===== src/rtl/mul_div_if.sv =====
// Request/response bundle between the execute stage and the iterative multiply/divide unit.
interface mul_div_if #(parameter int WIDTH = 32);
  logic             start;
  logic [2:0]       op;
  logic [WIDTH-1:0] a;
  logic [WIDTH-1:0] b;
  logic             kill;
  logic             busy;
  logic             done;
  logic [WIDTH-1:0] result;
  logic             div_by_zero;

  modport master (output start, op, a, b, kill, input busy, done, result, div_by_zero);
  modport slave  (input start, op, a, b, kill, output busy, done, result, div_by_zero);
endinterface


===== src/rtl/mul_div_unit.sv =====
// Iterative RV32M multiply/divide: radix-2 shift-add multiply and restoring divide, one bit per cycle.
module mul_div_unit #(
  parameter int WIDTH = 32
) (
  input  logic       clk,
  input  logic       reset,
  mul_div_if.slave   bus
);
  localparam int CW = $clog2(WIDTH);
  localparam logic [WIDTH-1:0] MIN = {1'b1, {(WIDTH-1){1'b0}}};

  typedef enum logic [1:0] {IDLE, CALC, FIN} state_t;

  state_t           state;
  logic [CW-1:0]    cnt;
  logic [2:0]       op_q;
  logic             neg_q, rneg_q;
  logic [WIDTH-1:0] acc, lo, opb;
  logic [WIDTH-1:0] res_q, res_prev;
  logic             dbz_q, dbz_prev, done_q, busy_q;

  // Accept-time decode of the incoming request
  logic             a_sgn, b_sgn, b_zero, ovf;
  logic [WIDTH-1:0] mag_a, mag_b, spec_res;

  always_comb begin
    a_sgn    = bus.a[WIDTH-1] & (bus.op inside {3'b001, 3'b010, 3'b100, 3'b110});
    b_sgn    = bus.b[WIDTH-1] & (bus.op inside {3'b001, 3'b100, 3'b110});
    mag_a    = a_sgn ? -bus.a : bus.a;
    mag_b    = b_sgn ? -bus.b : bus.b;
    b_zero   = bus.op[2] && (bus.b == '0);
    ovf      = bus.op[2] && !bus.op[0] && (bus.a == MIN) && (bus.b == '1);
    spec_res = b_zero ? (bus.op[1] ? bus.a : '1) : (bus.op[1] ? '0 : MIN);
  end

  // One datapath step; acc:lo is the product (mul) or remainder:quotient (div)
  logic [WIDTH:0]     sum, shl, diff;
  logic [WIDTH-1:0]   nxt_acc, nxt_lo, quo, rem, fin_res;
  logic [2*WIDTH-1:0] prod;

  always_comb begin
    sum  = {1'b0, acc} + (lo[0] ? {1'b0, opb} : '0);
    shl  = {acc, lo[WIDTH-1]};
    diff = shl - {1'b0, opb};
    if (op_q[2]) begin
      if (!diff[WIDTH]) begin
        nxt_acc = diff[WIDTH-1:0];
        nxt_lo  = {lo[WIDTH-2:0], 1'b1};
      end else begin
        nxt_acc = shl[WIDTH-1:0];
        nxt_lo  = {lo[WIDTH-2:0], 1'b0};
      end
    end else begin
      nxt_acc = sum[WIDTH:1];
      nxt_lo  = {sum[0], lo[WIDTH-1:1]};
    end
    prod = {nxt_acc, nxt_lo};
    if (neg_q) prod = -prod;
    quo = neg_q  ? -nxt_lo  : nxt_lo;
    rem = rneg_q ? -nxt_acc : nxt_acc;
    case (op_q)
      3'b000:                   fin_res = prod[WIDTH-1:0];
      3'b001, 3'b010, 3'b011:   fin_res = prod[2*WIDTH-1:WIDTH];
      3'b100, 3'b101:           fin_res = quo;
      default:                  fin_res = rem;
    endcase
  end

  always_ff @(posedge clk or posedge reset) begin
    if (reset) begin
      state    <= IDLE;
      cnt      <= '0;
      op_q     <= '0;
      neg_q    <= 1'b0;
      rneg_q   <= 1'b0;
      acc      <= '0;
      lo       <= '0;
      opb      <= '0;
      res_q    <= '0;
      res_prev <= '0;
      dbz_q    <= 1'b0;
      dbz_prev <= 1'b0;
      done_q   <= 1'b0;
      busy_q   <= 1'b0;
    end else begin
      case (state)
        IDLE: begin
          done_q <= 1'b0;
          if (bus.start && !bus.kill) begin
            op_q     <= bus.op;
            neg_q    <= a_sgn ^ b_sgn;
            rneg_q   <= a_sgn;
            res_prev <= res_q;
            dbz_prev <= dbz_q;
            busy_q   <= 1'b1;
            if (b_zero || ovf) begin
              state  <= FIN;
              res_q  <= spec_res;
              dbz_q  <= b_zero;
              done_q <= 1'b1;
            end else begin
              state <= CALC;
              cnt   <= CW'(WIDTH-1);
              acc   <= '0;
              lo    <= bus.op[2] ? mag_a : mag_b;
              opb   <= bus.op[2] ? mag_b : mag_a;
            end
          end
        end
        CALC: begin
          if (bus.kill) begin
            state  <= IDLE;
            busy_q <= 1'b0;
          end else begin
            acc <= nxt_acc;
            lo  <= nxt_lo;
            cnt <= cnt - 1'b1;
            if (cnt == '0) begin
              state  <= FIN;
              res_q  <= fin_res;
              dbz_q  <= 1'b0;
              done_q <= 1'b1;
            end
          end
        end
        FIN: begin
          state  <= IDLE;
          busy_q <= 1'b0;
          done_q <= 1'b0;
          // A flush in the done cycle discards the result as if it never completed
          if (bus.kill) begin
            res_q <= res_prev;
            dbz_q <= dbz_prev;
          end
        end
        default: state <= IDLE;
      endcase
    end
  end

  assign bus.busy        = busy_q;
  assign bus.done        = done_q & ~bus.kill;
  assign bus.result      = res_q;
  assign bus.div_by_zero = dbz_q;
endmodule


===== src/flat_wrapper.sv =====
// flat-port wrapper written by rule: the top's interface ports become plain ports
module mul_div_unit_flat 
#(
  parameter int WIDTH = 32
)
  (clk, reset, bus_start, bus_op, bus_a, bus_b, bus_kill, bus_busy, bus_done, bus_result, bus_div_by_zero);
  mul_div_if #(.WIDTH(WIDTH)) bus_i ();
  input  logic clk;
  input  logic reset;
  input wire logic [$bits(bus_i.start)-1:0] bus_start;
  input wire logic [$bits(bus_i.op)-1:0] bus_op;
  input wire logic [$bits(bus_i.a)-1:0] bus_a;
  input wire logic [$bits(bus_i.b)-1:0] bus_b;
  input wire logic [$bits(bus_i.kill)-1:0] bus_kill;
  output wire logic [$bits(bus_i.busy)-1:0] bus_busy;
  output wire logic [$bits(bus_i.done)-1:0] bus_done;
  output wire logic [$bits(bus_i.result)-1:0] bus_result;
  output wire logic [$bits(bus_i.div_by_zero)-1:0] bus_div_by_zero;
  assign bus_i.start = bus_start;
  assign bus_i.op = bus_op;
  assign bus_i.a = bus_a;
  assign bus_i.b = bus_b;
  assign bus_i.kill = bus_kill;
  assign bus_busy = bus_i.busy;
  assign bus_done = bus_i.done;
  assign bus_result = bus_i.result;
  assign bus_div_by_zero = bus_i.div_by_zero;
  mul_div_unit #(.WIDTH(WIDTH)) u_core (.clk(clk), .reset(reset), .bus(bus_i));
endmodule

===== config.mk =====
export PLATFORM = sky130hd
export DESIGN_NAME = mul_div_unit_flat
export DESIGN_NICKNAME = d
export VERILOG_FILES = /design/src/rtl/mul_div_if.sv /design/src/rtl/mul_div_unit.sv /design/src/flat_wrapper.sv
export SDC_FILE = /design/constraint.sdc
export NUM_CORES = 1
export LEC_CHECK = 0
export ABC_AREA = 1
export CORE_ASPECT_RATIO = 1.5
export CORE_MARGIN = 2
export CORE_UTILIZATION = 52
export DETAILED_ROUTE_END_ITERATION = 8
export PLACE_DENSITY = 0.7
export SYNTH_ARGS = -nofsm -noshare
export SYNTH_HDL_FRONTEND = slang
export SYNTH_SLANG_ARGS = --single-unit

===== constraint.sdc =====
create_clock -name clk -period 7.3 [get_ports clk]
set_clock_uncertainty 0.15 [all_clocks]
set_input_delay 1.825 -clock clk [delete_from_list [all_inputs] [get_ports clk]]
set_output_delay 1.825 -clock clk [all_outputs]
set_load 0.01 [all_outputs]

==> impl_metrics.ini <==
[status]
status = finished, final reports clean

[placed_design]
io_buffers = 105
gp_congestion = 1.09
hpwlAfterDp_um = 70200
dp.cells = 3797

[hold_path]
hold_depth = 2
hp-class = register to register
hold_path.startpoint = u_core.res_prev[13]$_DFFE_PP0P_
min_to = u_core.res_prev[13]$_DFFE_PP0P_

[drt]
ant_nets = 0
drc = 0
wirelength_um = 89800
avgRoutedWirePerCell_um = 23.4
drtIter0Drc = 2895
dr.pass1.iters = 7
via_per_inst = 6.11
vias = 23417

[yosys]
synth_area_leaders = dfrtp_1, nand2_1, inv_1
netlist_instances = 3303
avgSynthCellArea_um2 = 5.90
yosysTopAreaCell = dfrtp_1
synth_common_cells = nand2_1, inv_1, nor2_1, nand3_1, o21ai_0
synthDistinctLibCells = 56
synth-edff-count = 0
synth.most_common_cell = nand2_1
synth-main-ff-cell = dfrtp_1
ys_seq_area_share_pct = 22.6
synth-seq-cells = 176
yosysWarnings = 0
synthArstFlopShare_pct = 100
synth_top_area_share_pct = 22.6
syn_area_um2 = 19500
syn_nets = 3451

[die]
dieWidth_um = 162
io_pins = 106
core_area_um2 = 36900
rows = 86
die_h_um = 241
start_util_pct = 52.8
fp.dieArea_um2 = 39100

[clock_tree]
ctsResizeCount = 0
cts-buffers-inserted = 17
clk-insertion-delay-late_ns = 0.47
clock_path_buffers = 2
postCtsSetupBuffers = 0
cts_tree = built
clk_pin_slew_worst_paths_ns = 0.08
h-tree-depth = 4
clock_sinks = 176
root_buffer = clkbuf_16
cts_hold_buf = 0

[grt]
overflow = 0
gr-usage-all-layers_pct = 45.5
first_global_vias = 21916
antenna_found_initial = 3
grt_pass1_wl_um = 132000
grt_max_degree = 86

[timing]
fin_crit_sh_pct = 86.6
rsz0062_at_grt = no
fin_crit_ns = 6.32
relSlewSlack_pct = 5.35
fin_setup_tns_ns = 0
tightest_slew_ns = 1.41
setup_viol = 0
finalHoldViolCount = 0
drv_slew = 0
clock.fmax_mhz = 158

[finish]
fill_cells = 3732
drive_gt1_share_pct = 5.86
multi_input_area_um2 = 12700
areaGrowthSynthToFinish_pct = 9.72
finalNonFillerCells = 3831
fin_nets = 3480
regArea_um2 = 4410

[critical_path]
cp.required_ns = 7.48
timing.rr.end = u_core.bus.result[10]$_DFFE_PP0P_
path_cells = clkdlybuf4s50_1, inv_1, ha_1, nand2_1, nor2_1, nand2_1, nor3_2, nand4_1, nand3b_1, nor2_1, nand3_1, nand2_1, nor2_4, inv_2, nor2_1, nor2_4, inv_2, buf_4, o21ai_0, a31oi_1, a21oi_1
crit_fanout = 63
cp_slowest_cell = nor2_4
worstSetupPathType = input pin to register
cpPeakStageDelay_ns = 0.89
worstPathArrival_ns = 6.51
r2r_cells = 33
r2r-start = u_core.opb[0]$_DFFE_PP0P_
r2r_slack_ns = 1.37
cp-end-kind = register
crit_path_start_kind = input pin

[power]
peakVddDrop_uv = 302
pwr_density_cell_nw_per_um2 = 555
power_leakage_nw = 11.0

[flow_run]
drv_cap = 0
-- how the worst max path moves through the flow --
stage,startpoint,end,slack (ns),depth (start not counted)
CTS,bus_b[0],u_core.lo[18]$_DFFE_PP0P_,1.19,21
detailed placement,bus_b[0],u_core.lo[22]$_DFFE_PP0P_,0.72,21
finish,bus_b[0],u_core.lo[18]$_DFFE_PP0P_,0.98,21
floorplan,reset,u_core.acc[0]$_DFFE_PP0P_,0.55,1
global placement,bus_b[0],u_core.lo[18]$_DFFE_PP0P_,0.85,21
global route,bus_b[0],u_core.lo[18]$_DFFE_PP0P_,0.72,21
-- cells in the final DEF, fill, tap and decap left out, types with 34 or more instances in the layout --
cell             netlist  routed
o21ai_0              193     193
ha_1                  75      75
nand2_2               45      45
nor2_1               316     315
nand4_1               35      35
xor2_1                68      68
nand2_1             1006    1006
inv_1                466     464
nor3_1                34      34
a21oi_1              154     154
nand3_1              280     280
clkdlybuf4s50_1        0     104
o22ai_1               41      41
dfrtp_1              176     174
-- power breakdown --
part	switching, W	leakage, nW	internal, W
sequential	0.000437	2.15	0.00143
combinational	0.00651	8.60	0.00253
clock	0.000476	0.296	0.000490
total	0.00743	11.0	0.00444
-- registers in the layout (all words and copies together), names as in the netlist, 2 cells and up --
signal	flops
u_core.bus.result	32
u_core.lo	32
u_core.op_q	3
u_core.res_prev	32
u_core.acc	32
u_core.cnt	5
u_core.opb	32
u_core.state	2
-- worst max-delay path: cells and delay by family --
family                     cells  cell delay (ns)
buffers and inverters          5             1.64
adders and majority gates      1             0.23
and+or+nand+nor               12             2.28
AOI/OAI and AO/OA              3             0.43
-- cell type report --
type	instances	area share [%]
well taps	484	2.83
clock inverters	15	0.760
flip-flops and latches	176	20.6
diodes	2	0.0234
repair buffers	130	5.77
inverters	481	8.47
clock buffers	17	1.99
multi-input cells	2526	59.6
-- cells by family (layout without fill, tap and decap cells) --
logic type | Yosys count | after routing | synth area share [%]
adders and majority gates | 77 | 77 | 5.02
AOI/OAI and AO/OA | 543 | 543 | 16.1
and+or+nand+nor | 1822 | 1822 | 40.4
other | 0 | 2 | 0
xor gates and xnor gates | 84 | 84 | 3.81
buffers and inverters | 601 | 643 | 12.1
DFF | 176 | 176 | 22.6
-- stage by stage --
stage	utilization [%]	hold slack, ns	total power (W)	worst slack [ns]	area, um2
after floorplan	-	0.292	0.00748	0.551	19500
after global placement	56.4	0.304	0.0103	0.851	20800
after detailed placement	56.4	0.310	0.0104	0.716	20800
after CTS	58.0	0.330	0.0114	1.19	21400
after global routing	58.0	0.354	0.0125	0.719	21400
final	58.0	0.328	0.0119	0.976	21400
-- layer usage --
metal / routed length (um) / global-route usage [%] / share of wire (%) / up-vias
li1: - / - / - / 10694
met1: 29200 / 46.4 / 33 / 10740
met2: 41500 / 76.2 / 46 / 1492
met3: 7950 / 9.69 / 8.9 / 489
met4: 11200 / 44.8 / 12 / 2
met5: 18 / 0 / 0.020 / -
Note: power is estimated with default switching activity, not from simulation.
